File: src/rtl/chain_pulse_meter_if.sv
// chain_pulse_meter_if
//   Bundles the run-control, configuration and status signals of
//   chain_pulse_meter. The master side (test controller) drives start and the
//   run configuration; the slave side (the meter) returns the chain stimulus,
//   the raw chain output and the run status.
//
//   Signals
//     start        master->slave  begin a measurement run (sampled in IDLE)
//     pulse_width  master->slave  high cycles per stimulus pulse
//     gap_width    master->slave  low cycles after each pulse
//     pulse_count  master->slave  pulses per run
//     tap_sel      master->slave  observation tap (only with CHAIN_TAP_SELECT_EN)
//     stim         slave->master  registered chain input
//     chain_out    slave->master  raw output of the last group
//     busy         slave->master  run in progress
//     done         slave->master  one-cycle end-of-run pulse
//     edges_seen   slave->master  rising edges counted at the observation point
//
//   Optional macro: CHAIN_TAP_SELECT_EN adds tap_sel.
interface chain_pulse_meter_if #(
    parameter int GROUPS = 13,
    parameter int W_W    = 8,
    parameter int N_W    = 8
);
    localparam int TAP_W = $clog2(GROUPS + 1);

    logic           start;
    logic [W_W-1:0] pulse_width;
    logic [W_W-1:0] gap_width;
    logic [N_W-1:0] pulse_count;
`ifdef CHAIN_TAP_SELECT_EN
    logic [TAP_W-1:0] tap_sel;
`endif
    logic           stim;
    logic           chain_out;
    logic           busy;
    logic           done;
    logic [N_W-1:0] edges_seen;

`ifdef CHAIN_TAP_SELECT_EN
    modport master (
        output start, pulse_width, gap_width, pulse_count, tap_sel,
        input  stim, chain_out, busy, done, edges_seen
    );
    modport slave (
        input  start, pulse_width, gap_width, pulse_count, tap_sel,
        output stim, chain_out, busy, done, edges_seen
    );
`else
    modport master (
        output start, pulse_width, gap_width, pulse_count,
        input  stim, chain_out, busy, done, edges_seen
    );
    modport slave (
        input  start, pulse_width, gap_width, pulse_count,
        output stim, chain_out, busy, done, edges_seen
    );
`endif
endinterface

File: src/rtl/chain_pulse_meter.sv
// chain_pulse_meter
//   Delay-chain pulse-degradation meter. A chain of GROUPS NOR2/NOR2/INV
//   groups is driven by an on-chip pulse-train generator; the pulses that
//   survive at the (polarity-corrected) chain output are synchronised and
//   counted.
//
//   Ports
//     clk   in   sole clock, rising edge
//     rst   in   asynchronous active-high reset
//     bus   slave modport of chain_pulse_meter_if (start/config in,
//           stim/chain_out/busy/done/edges_seen out)
//
//   Optional macro: CHAIN_TAP_SELECT_EN -- observe the output of group
//   tap_sel-1 (tap_sel=0 observes stim) instead of the chain end.
module chain_pulse_meter #(
    parameter int GROUPS = 13,
    parameter int W_W    = 8,
    parameter int N_W    = 8
) (
    input logic               clk,
    input logic               rst,
    chain_pulse_meter_if.slave bus
);
    localparam int DRAIN_CYCLES = 3;

    typedef enum logic [2:0] {
        S_IDLE,
        S_HIGH,
        S_LOW,
        S_DRAIN,
        S_DONE
    } state_t;

    state_t         state_q, state_d;
    logic           stim_q, stim_d;
    logic [W_W-1:0] cnt_q, cnt_d;
    logic [N_W-1:0] rem_q, rem_d;
    logic [W_W-1:0] w_q, w_d;
    logic [W_W-1:0] g_q, g_d;
    logic           sync1_q, sync1_d;
    logic           sync2_q, sync2_d;
    logic           prev_q, prev_d;
    logic [N_W-1:0] edges_q, edges_d;
    logic           obs;
    logic           rise;

    // A programmed width or gap of zero still occupies one cycle.
    function automatic logic [W_W-1:0] nz_width(input logic [W_W-1:0] v);
        return (v == '0) ? W_W'(1) : v;
    endfunction

    // ---- delay chain: node[i] is the input of group i, node[GROUPS] the end
    wire              tie_lo;
    wire [GROUPS:0]   node;
    wire [GROUPS-1:0] nor_a;
    wire [GROUPS-1:0] nor_b;

    assign tie_lo  = 1'b0;
    assign node[0] = stim_q;

    for (genvar i = 0; i < GROUPS; i++) begin : g_grp
        nor u_nor_a (nor_a[i], tie_lo, node[i]);
        nor u_nor_b (nor_b[i], nor_a[i], tie_lo);
        not u_inv   (node[i+1], nor_b[i]);
    end

    assign bus.chain_out = node[GROUPS];
    assign bus.stim      = stim_q;

    // ---- observation point and polarity correction (one inversion per group)
`ifdef CHAIN_TAP_SELECT_EN
    localparam int TAP_W = $clog2(GROUPS + 1);
    logic [TAP_W-1:0] tap_q, tap_d;

    assign obs = node[tap_q] ^ tap_q[0];
`else
    localparam bit CHAIN_ODD = (GROUPS % 2) == 1;

    assign obs = node[GROUPS] ^ CHAIN_ODD;
`endif

    // ---- synchroniser stage 1/2, then edge detector
    assign sync1_d = obs;
    assign sync2_d = sync1_q;
    assign prev_d  = sync2_q;
    assign rise    = sync2_q & ~prev_q;

    always_comb begin
        state_d = state_q;
        stim_d  = stim_q;
        cnt_d   = cnt_q;
        rem_d   = rem_q;
        w_d     = w_q;
        g_d     = g_q;
        edges_d = edges_q;
`ifdef CHAIN_TAP_SELECT_EN
        tap_d   = tap_q;
`endif

        if (rise && (edges_q != '1)) begin
            edges_d = edges_q + 1'b1;
        end

        case (state_q)
            S_IDLE: begin
                stim_d = 1'b0;
                if (bus.start) begin
                    w_d     = nz_width(bus.pulse_width);
                    g_d     = nz_width(bus.gap_width);
                    rem_d   = bus.pulse_count;
                    edges_d = '0;
`ifdef CHAIN_TAP_SELECT_EN
                    tap_d   = (bus.tap_sel > TAP_W'(GROUPS)) ? TAP_W'(GROUPS) : bus.tap_sel;
`endif
                    if (bus.pulse_count == '0) begin
                        state_d = S_DRAIN;
                        cnt_d   = W_W'(DRAIN_CYCLES - 1);
                    end else begin
                        state_d = S_HIGH;
                        stim_d  = 1'b1;
                        cnt_d   = nz_width(bus.pulse_width) - 1'b1;
                    end
                end
            end
            S_HIGH: begin
                if (cnt_q == '0) begin
                    state_d = S_LOW;
                    stim_d  = 1'b0;
                    cnt_d   = g_q - 1'b1;
                end else begin
                    cnt_d   = cnt_q - 1'b1;
                end
            end
            S_LOW: begin
                if (cnt_q == '0) begin
                    rem_d = rem_q - 1'b1;
                    if (rem_q == N_W'(1)) begin
                        state_d = S_DRAIN;
                        cnt_d   = W_W'(DRAIN_CYCLES - 1);
                    end else begin
                        state_d = S_HIGH;
                        stim_d  = 1'b1;
                        cnt_d   = w_q - 1'b1;
                    end
                end else begin
                    cnt_d = cnt_q - 1'b1;
                end
            end
            S_DRAIN: begin
                stim_d = 1'b0;
                if (cnt_q == '0) begin
                    state_d = S_DONE;
                end else begin
                    cnt_d = cnt_q - 1'b1;
                end
            end
            S_DONE: begin
                state_d = S_IDLE;
            end
            default: begin
                state_d = S_IDLE;
                stim_d  = 1'b0;
            end
        endcase
    end

    // ---- control and counting registers
    always_ff @(posedge clk or posedge rst) begin
        if (rst) begin
            state_q <= S_IDLE;
            stim_q  <= 1'b0;
            cnt_q   <= '0;
            rem_q   <= '0;
            sync1_q <= 1'b0;
            sync2_q <= 1'b0;
            prev_q  <= 1'b0;
            edges_q <= '0;
        end else begin
            state_q <= state_d;
            stim_q  <= stim_d;
            cnt_q   <= cnt_d;
            rem_q   <= rem_d;
            sync1_q <= sync1_d;
            sync2_q <= sync2_d;
            prev_q  <= prev_d;
            edges_q <= edges_d;
        end
    end

    // ---- latched run configuration (only read after a start has loaded it)
    always_ff @(posedge clk) begin
        w_q   <= w_d;
        g_q   <= g_d;
`ifdef CHAIN_TAP_SELECT_EN
        tap_q <= tap_d;
`endif
    end

    assign bus.busy       = (state_q == S_HIGH) || (state_q == S_LOW) || (state_q == S_DRAIN);
    assign bus.done       = (state_q == S_DONE);
    assign bus.edges_seen = edges_q;
endmodule

File: src/flat_wrapper.sv
// flat-port wrapper written by rule: the top's interface ports become plain ports
module chain_pulse_meter_flat 
#(
    parameter int GROUPS = 13,
    parameter int W_W    = 8,
    parameter int N_W    = 8
)
  (clk, rst, bus_start, bus_pulse_width, bus_gap_width, bus_pulse_count, bus_stim, bus_chain_out, bus_busy, bus_done, bus_edges_seen);
  chain_pulse_meter_if #(.GROUPS(GROUPS), .W_W(W_W), .N_W(N_W)) bus_i ();
  input logic clk;
  input logic rst;
  input wire logic [$bits(bus_i.start)-1:0] bus_start;
  input wire logic [$bits(bus_i.pulse_width)-1:0] bus_pulse_width;
  input wire logic [$bits(bus_i.gap_width)-1:0] bus_gap_width;
  input wire logic [$bits(bus_i.pulse_count)-1:0] bus_pulse_count;
  output wire logic [$bits(bus_i.stim)-1:0] bus_stim;
  output wire logic [$bits(bus_i.chain_out)-1:0] bus_chain_out;
  output wire logic [$bits(bus_i.busy)-1:0] bus_busy;
  output wire logic [$bits(bus_i.done)-1:0] bus_done;
  output wire logic [$bits(bus_i.edges_seen)-1:0] bus_edges_seen;
  assign bus_i.start = bus_start;
  assign bus_i.pulse_width = bus_pulse_width;
  assign bus_i.gap_width = bus_gap_width;
  assign bus_i.pulse_count = bus_pulse_count;
  assign bus_stim = bus_i.stim;
  assign bus_chain_out = bus_i.chain_out;
  assign bus_busy = bus_i.busy;
  assign bus_done = bus_i.done;
  assign bus_edges_seen = bus_i.edges_seen;
  chain_pulse_meter #(.GROUPS(GROUPS), .W_W(W_W), .N_W(N_W)) u_core (.clk(clk), .rst(rst), .bus(bus_i));
endmodule
File: config.mk
export PLATFORM = sky130hd
export DESIGN_NAME = chain_pulse_meter_flat
export DESIGN_NICKNAME = d
export VERILOG_FILES = /design/src/rtl/chain_pulse_meter_if.sv /design/src/rtl/chain_pulse_meter.sv /design/src/flat_wrapper.sv
export SDC_FILE = /design/constraint.sdc
export NUM_CORES = 1
export LEC_CHECK = 0
export CAP_MARGIN = 20
export CORE_MARGIN = 4
export CORE_UTILIZATION = 40
export DETAILED_ROUTE_END_ITERATION = 7
export SETUP_SLACK_MARGIN = 0.3
export SLEW_MARGIN = 20
export SYNTH_ARGS = -nofsm -noshare
export SYNTH_HDL_FRONTEND = slang
export SYNTH_SLANG_ARGS = --single-unit
File: constraint.sdc
create_clock -name clk -period 4.4 [get_ports clk]
set_input_delay 0.88 -clock clk [delete_from_list [all_inputs] [get_ports clk]]
set_output_delay 0.88 -clock clk [all_outputs]
set_load 0.01 [all_outputs]
* Word level (Yosys, flattened, before mapping)
Cells that the tools add are included.
** Storage, ports and cells
- Input port bits :: 27
- Word-level logic and storage cells :: 74
- Bits in registers :: 47
- Output and inout port bits :: 12
** Operators by class
- Mux-type cells :: 27
- Eq/ne operators :: 12
- Bitwise gates (word level) :: 4
- Reduce and logical (&&, ||, !) cells :: 15
- $add $sub $neg :: 6
** Operators with widths (count)
- 2-to-1 mux 8 bit :: 12
- subtractor 8 x 1 -> 8 bit (second input constant) :: 5
- zero test 8 bit :: 4
- case mux 8 bit (4 select lines) :: 1
- case mux 8 bit (2 select lines) :: 1
- 2-to-1 mux 3 bit :: 4
- case mux 3 bit (4 select lines) :: 1
- adder 8 x 1 -> 8 bit (second input constant) :: 1
- equality test 8 x 1 -> 1 bit (second input constant) :: 1
- != test 8 bit (second input constant) :: 1
- AND reduction 4 bit :: 2
- equality test 3 x 2 -> 1 bit (second input constant) :: 2
- != test 2 x 1 -> 1 bit (second input constant) :: 3
- != test 2 bit (second input constant) :: 3
- AND reduction 3 bit :: 2
- 2-to-1 mux 1 bit :: 5
- 2-to-1 mux 2 bit :: 2
- case mux 1 bit (4 select lines) :: 1
- nonzero test 4 bit :: 1
- equality test 3 x 1 -> 1 bit (second input constant) :: 1
- equality test 3 bit (second input constant) :: 1
- zero test 3 bit :: 1
- inverter 1 bit :: 3
- logical OR 1 bit :: 2
- 4 further kinds :: 4

* Depth between registers and ports, before layout
- Depth in word-level cells :: 6
- Mapped depth :: 10
- Mapped depth without buffers :: 10

* Worst setup path before layout
No wires, ideal clock.
- Path type :: input to register
- Start :: input port bus_start
- End :: register u_core.g_q[0] (enable)
- Path slack :: 0.759 ns
- Data required time :: 3.936 ns
- Buffers on the path :: 0
- Stages :: 1
- Library setup time :: 0.464 ns
- Data arrival time :: 3.177 ns
- Cells stage by stage :: nor4b_1
** On the way
- Cells in the longest elaborated chain, start to end :: 1
** RTL lines
- start, declared :: RTL line flat_wrapper.sv:12 : input wire logic [$bits(bus_i.start)-1:0] bus_start;
- AND reduction 2 bit (no source line)
- end signal, assigned :: RTL line chain_pulse_meter.sv:193 : g_q <= g_d;
- end, declared :: RTL line chain_pulse_meter.sv:39 : logic [W_W-1:0] g_q, g_d;
No other way between the ends.
A chain may end at the register's enable or synchronous reset.

* Worst setup path in the final report
- Start :: register u_core.state_q[1]
- End :: output port bus_busy
** On the way
- Cells in the longest elaborated chain, start to end :: 3
- Elaborated cells between the ends (all ways) :: 5
- Classes of those cells :: eq/ne: 3; reduce/logical: 2
** RTL lines
- start, declared :: RTL line chain_pulse_meter.sv:34 : state_t state_q, state_d;
- start signal, assigned :: RTL line chain_pulse_meter.sv:179 : state_q <= state_d;
- equality test 3 x 1 -> 1 bit or equality test 3 x 2 -> 1 bit (tied branches) :: RTL line chain_pulse_meter.sv:199 : assign bus.busy = (state_q == S_HIGH) || (state_q == S_LOW) || (state_q == S_DRAIN);
- logical OR 1 bit :: RTL line chain_pulse_meter.sv:199
- logical OR 1 bit (*) :: RTL line chain_pulse_meter.sv:199
- end, declared :: RTL line flat_wrapper.sv:18 : output wire logic [$bits(bus_i.busy)-1:0] bus_busy;
Mark *: on every way between the ends. The rest lies on a longest branch, timed or not.

==> tab_implementation.tex <==
\begin{tabular}{lr}
\hline
Metric & Value \\
\hline
\multicolumn{2}{l}{\textbf{Outcome}} \\
Outcome & finished, final reports clean \\
\multicolumn{2}{l}{\textbf{Synthesis}} \\
Post-Synthesis Mean Instance Area & 9.12 µm² \\
Cell Area, Synth & 0.00284 mm² \\
Proportion of synthesized flip-flops having asynchronous set or reset & 66.0\% \\
Gate Count Post-Synth & 311 \\
Share of the yosys chip area belonging to registers & 44.3\% \\
Number of library cell types mapped by synthesis & 51 \\
Synthesis-stage register bit count & 47 \\
Nets in the synthesized netlist & 346 \\
Number of flops mapped to enable cells by yosys & 16 \\
Count of synthesis-stage warnings from yosys & 0 \\
Most frequently used flop master after synthesis & dfrtp\_1 \\
\multicolumn{2}{l}{\textbf{Floorplan}} \\
Die Width & 92.2 µm \\
Number of top-level pins & 39 \\
Std cell rows & 30 \\
Core area & a little under 0.007 mm² \\
Height of the die & 92.2 µm \\
Area of the die & between 0.008 and 0.009 mm² \\
Initial cell density of the core & 41.5\% \\
\multicolumn{2}{l}{\textbf{Clock tree}} \\
Clk root buf & clkbuf\_8 \\
Post-CTS Hold Buffers & 0 \\
Post-CTS Resized & 0 \\
Clock input transition at the sequential cells of the worst setup and hold paths & 0.09 ns \\
Sink Count & 47 \\
Buffer depth of the longest clock path & 2 \\
Max H-tree Level & 2 \\
Clock tree from TritonCTS & done \\
Number of CTS-inserted buffers & 5 \\
Clock insertion delay at the later pin of the skew report & 0.30 ns \\
Number of post-CTS setup repair buffers & 0 \\
\multicolumn{2}{l}{\textbf{STA}} \\
Clock skew after layout & 0.00600 ns \\
Max Freq & 324 MHz \\
Max-slew violations & 0 \\
RSZ-0062 raised after global routing & no \\
Minimum hold slack & 0.377 ns \\
Worst slew margin relative to its limit & 44.5\% \\
Count of final setup violators & 0 \\
Fin. Hold Viols & 0 \\
Final period demand of the worst path & 3.08 ns \\
Slack of the critical path & 1.32 ns \\
Ratio of final minimum period to clock period & between 70\% and 80\% \\
Worst Max-Slew Pin Slew & 0.831 ns \\
Total negative setup slack & 0 ns \\
\multicolumn{2}{l}{\textbf{Layout}} \\
Area growth from synthesis to final layout & 17.9\% \\
ANT cells & 0 \\
Finished Core Util & 49.0\% \\
\# nets final & between 300 and 400 \\
Layout cell share with drive strength beyond 1 & 4.45\% \\
\multicolumn{2}{l}{\textbf{Placement}} \\
Half-perimeter wire length of the detailed placement result & 4920 µm \\
Buffers added on ports & 38 \\
RD Place Congestion & 0.857 \\
Place WS & 1.05 ns \\
\multicolumn{2}{l}{\textbf{Worst setup path}} \\
Nature of the critical path startpoint & register \\
CP required & around 3.5 ns \\
Classification of the worst setup path & reg -> out \\
Maximum fanout count along the critical path & 16 \\
Arrival time at the worst endpoint & 2.20 ns \\
Worst setup EP type & primary output \\
\multicolumn{2}{l}{\textbf{Power and ir drop}} \\
Sw Ratio & 39.1\% \\
Sequential power share & a little under half \\
Combinational cell fraction of total power & slightly below 40\% \\
Highest ir drop seen on vdd & 251 µV \\
Overall power & 1.66 mW \\
Switching Power & 648 µW \\
Internal power summed over all cells & 1.01 mW \\
Pwr dens & just under 500 mW/mm² \\
Relative contribution of the clock network to total power & between 10\% and 20\% \\
Leakage component of the power & $\sim$1.2 nW \\
\multicolumn{2}{l}{\textbf{Routing}} \\
Drt pass-1 iters & 4 \\
DRC violations left & 0 \\
Wire length per cell & 15.3 µm \\
Initial DRC Count & $\sim$190 \\
ANT nets after route & 0 \\
Routed via count & 2343 \\
Detailed Route WL & approximately 6600 µm \\
Mean number of vias per cell & 5.41 \\
\multicolumn{2}{l}{\textbf{Job}} \\
Number of violations of the max-capacitance limit & 0 \\
\multicolumn{2}{l}{\textbf{Global routing}} \\
Global router's overall resource usage & 16.1\% \\
Congestion Overflow GR & 0 \\
Number of antenna violations at the first check in global routing & 0 \\
Number of global-route vias before repair & 2208 \\
Wire length of the first global-routing pass & 11000 µm \\
Pin count of the biggest net entering global routing & 32 \\
\multicolumn{2}{l}{\textbf{Min path}} \\
Kind of path behind the tightest hold check & reg -> reg \\
\hline
\end{tabular}
worst paths after layout:
| path | from | end | slack, ns | depth (start not counted) |
|---|---|---|---|---|
| max | u_core.state_q[1] | bus_busy | 1.32 | 3 |
| min | u_core.sync1_q | u_core.prev_d | 0.38 | 0 |
| max reg2reg | u_core.cnt_q[3] | u_core.rem_q[0] | 1.73 | 6 |
| min reg2reg | u_core.sync1_q | u_core.prev_d | 0.38 | 0 |
| max in group asynchronous | rst | u_core.state_q[2] | 3.13 | 3 |
| min in group asynchronous | rst | u_core.rem_q[0] | 0.96 | 3 |
cells by family after synthesis:
kind of cell,synth area share [%]
AND/OR/NAND/NOR,21.8
AO/OA/AOI/OAI,17.2
flip-flops,44.3
buffers and inverters,5.60
XOR/XNOR,6.48
adder cells (fa/ha/maj),3.53
multiplexers,1.06
Yosys cell counts (2+ instances only):
cell type | count | area (µm²)
a32oi_1 | 2 | 17.5
nor3_1 | 17 | 85.1
nor3b_1 | 6 | 45.0
inv_1 | 15 | 56.3
a21oi_1 | 20 | 100
nor2_1 | 31 | 116
nand3_1 | 3 | 15.0
nand2b_1 | 4 | 25.0
o32ai_1 | 2 | 17.5
nor4_1 | 12 | 75.1
buf_6 | 2 | 22.5
dfrtp_1 | 31 | 776
nand2_1 | 21 | 78.8
clkbuf_1 | 19 | 71.3
o21ai_1 | 6 | 30.0
ha_1 | 8 | 100
o22ai_1 | 8 | 50.1
or4_1 | 4 | 30.0
o22a_1 | 6 | 52.6
or3_1 | 7 | 43.8
edfxtp_1 | 16 | 480
o32a_1 | 2 | 20.0
xnor2_1 | 13 | 114
a31oi_1 | 3 | 18.8
xor2_1 | 8 | 70.1
a21o_1 | 2 | 15.0
mux2i_1 | 3 | 30.0
o21ai_0 | 14 | 70.1
nand4_1 | 4 | 25.0
final cells by class:
class / count / area [µm²]
fillers: 679 / 3480
clock inverters: 2 / 13.8
well taps: 96 / 120
multi-input cells: 226 / 1430
flip-flops and latches: 47 / 1260
repair buffers: 40 / 395
clock buffers: 6 / 72.6
inverters: 16 / 60.1
per-layer routing:
metal	vias to the layer above	routed length, µm	global-route usage [%]	part of all wire, %
li1	1183	-	-	-
met1	1101	3190	22.7	48
met2	54	3040	25.2	46
met3	5	333	3.12	5.0
met4	0	58	4.46	0.88
met5	-	0	0	0
state kept, by name (all words and copies together) (netlist names):
| register | count |
|---|---|
| u_core.state_q | 3 |
| u_core.sync1_q | 1 |
| u_core.prev_d | 1 |
| u_core.rem_q | 8 |
| u_core.prev_q | 1 |
| u_core.g_q | 8 |
| u_core.cnt_q | 8 |
| u_core.bus.edges_seen | 8 |
| u_core.w_q | 8 |
| u_core.bus.stim | 1 |
metrics by stage:
step           cell area, µm²  instances
3_3_place_gp             3260        425
5_1_grt                  3350        433
4_1_cts                  3350        433
6_report                 3350        433
2_1_floorplan            2840        311
3_5_place_dp             3260        425
critical path, stage by stage (launching register included):
cell	delay [ns]
dfrtp_1	0.69
nor2_1	0.16
nor2_1	0.42
clkdlybuf4s50_1	0.63
power by group through the flow:
stage               combinational, mW  clock [mW]  sequential, mW
detailed placement              0.652           0           0.754
finish                          0.650       0.260           0.747
global route                    0.733       0.288           0.767
floorplan                       0.471           0           0.712
CTS                             0.655       0.268           0.746
global placement                0.647           0           0.751
cells in the final DEF (no fill, tap or decap), types with 6 or more instances in the layout:
cell type        instances
inv_1                   15
nand2_1                 21
or3_1                    7
nor3_1                  17
dfrtp_1                 31
nor2_1                  31
xor2_1                   8
o22a_1                   6
a21oi_1                 20
o22ai_1                  8
xnor2_1                 13
edfxtp_1                16
o21ai_0                 14
clkdlybuf4s50_1         38
nor4_1                  12
nor3b_1                  6
ha_1                     8
o21ai_1                  6
Power figures use the tool's default switching activity.
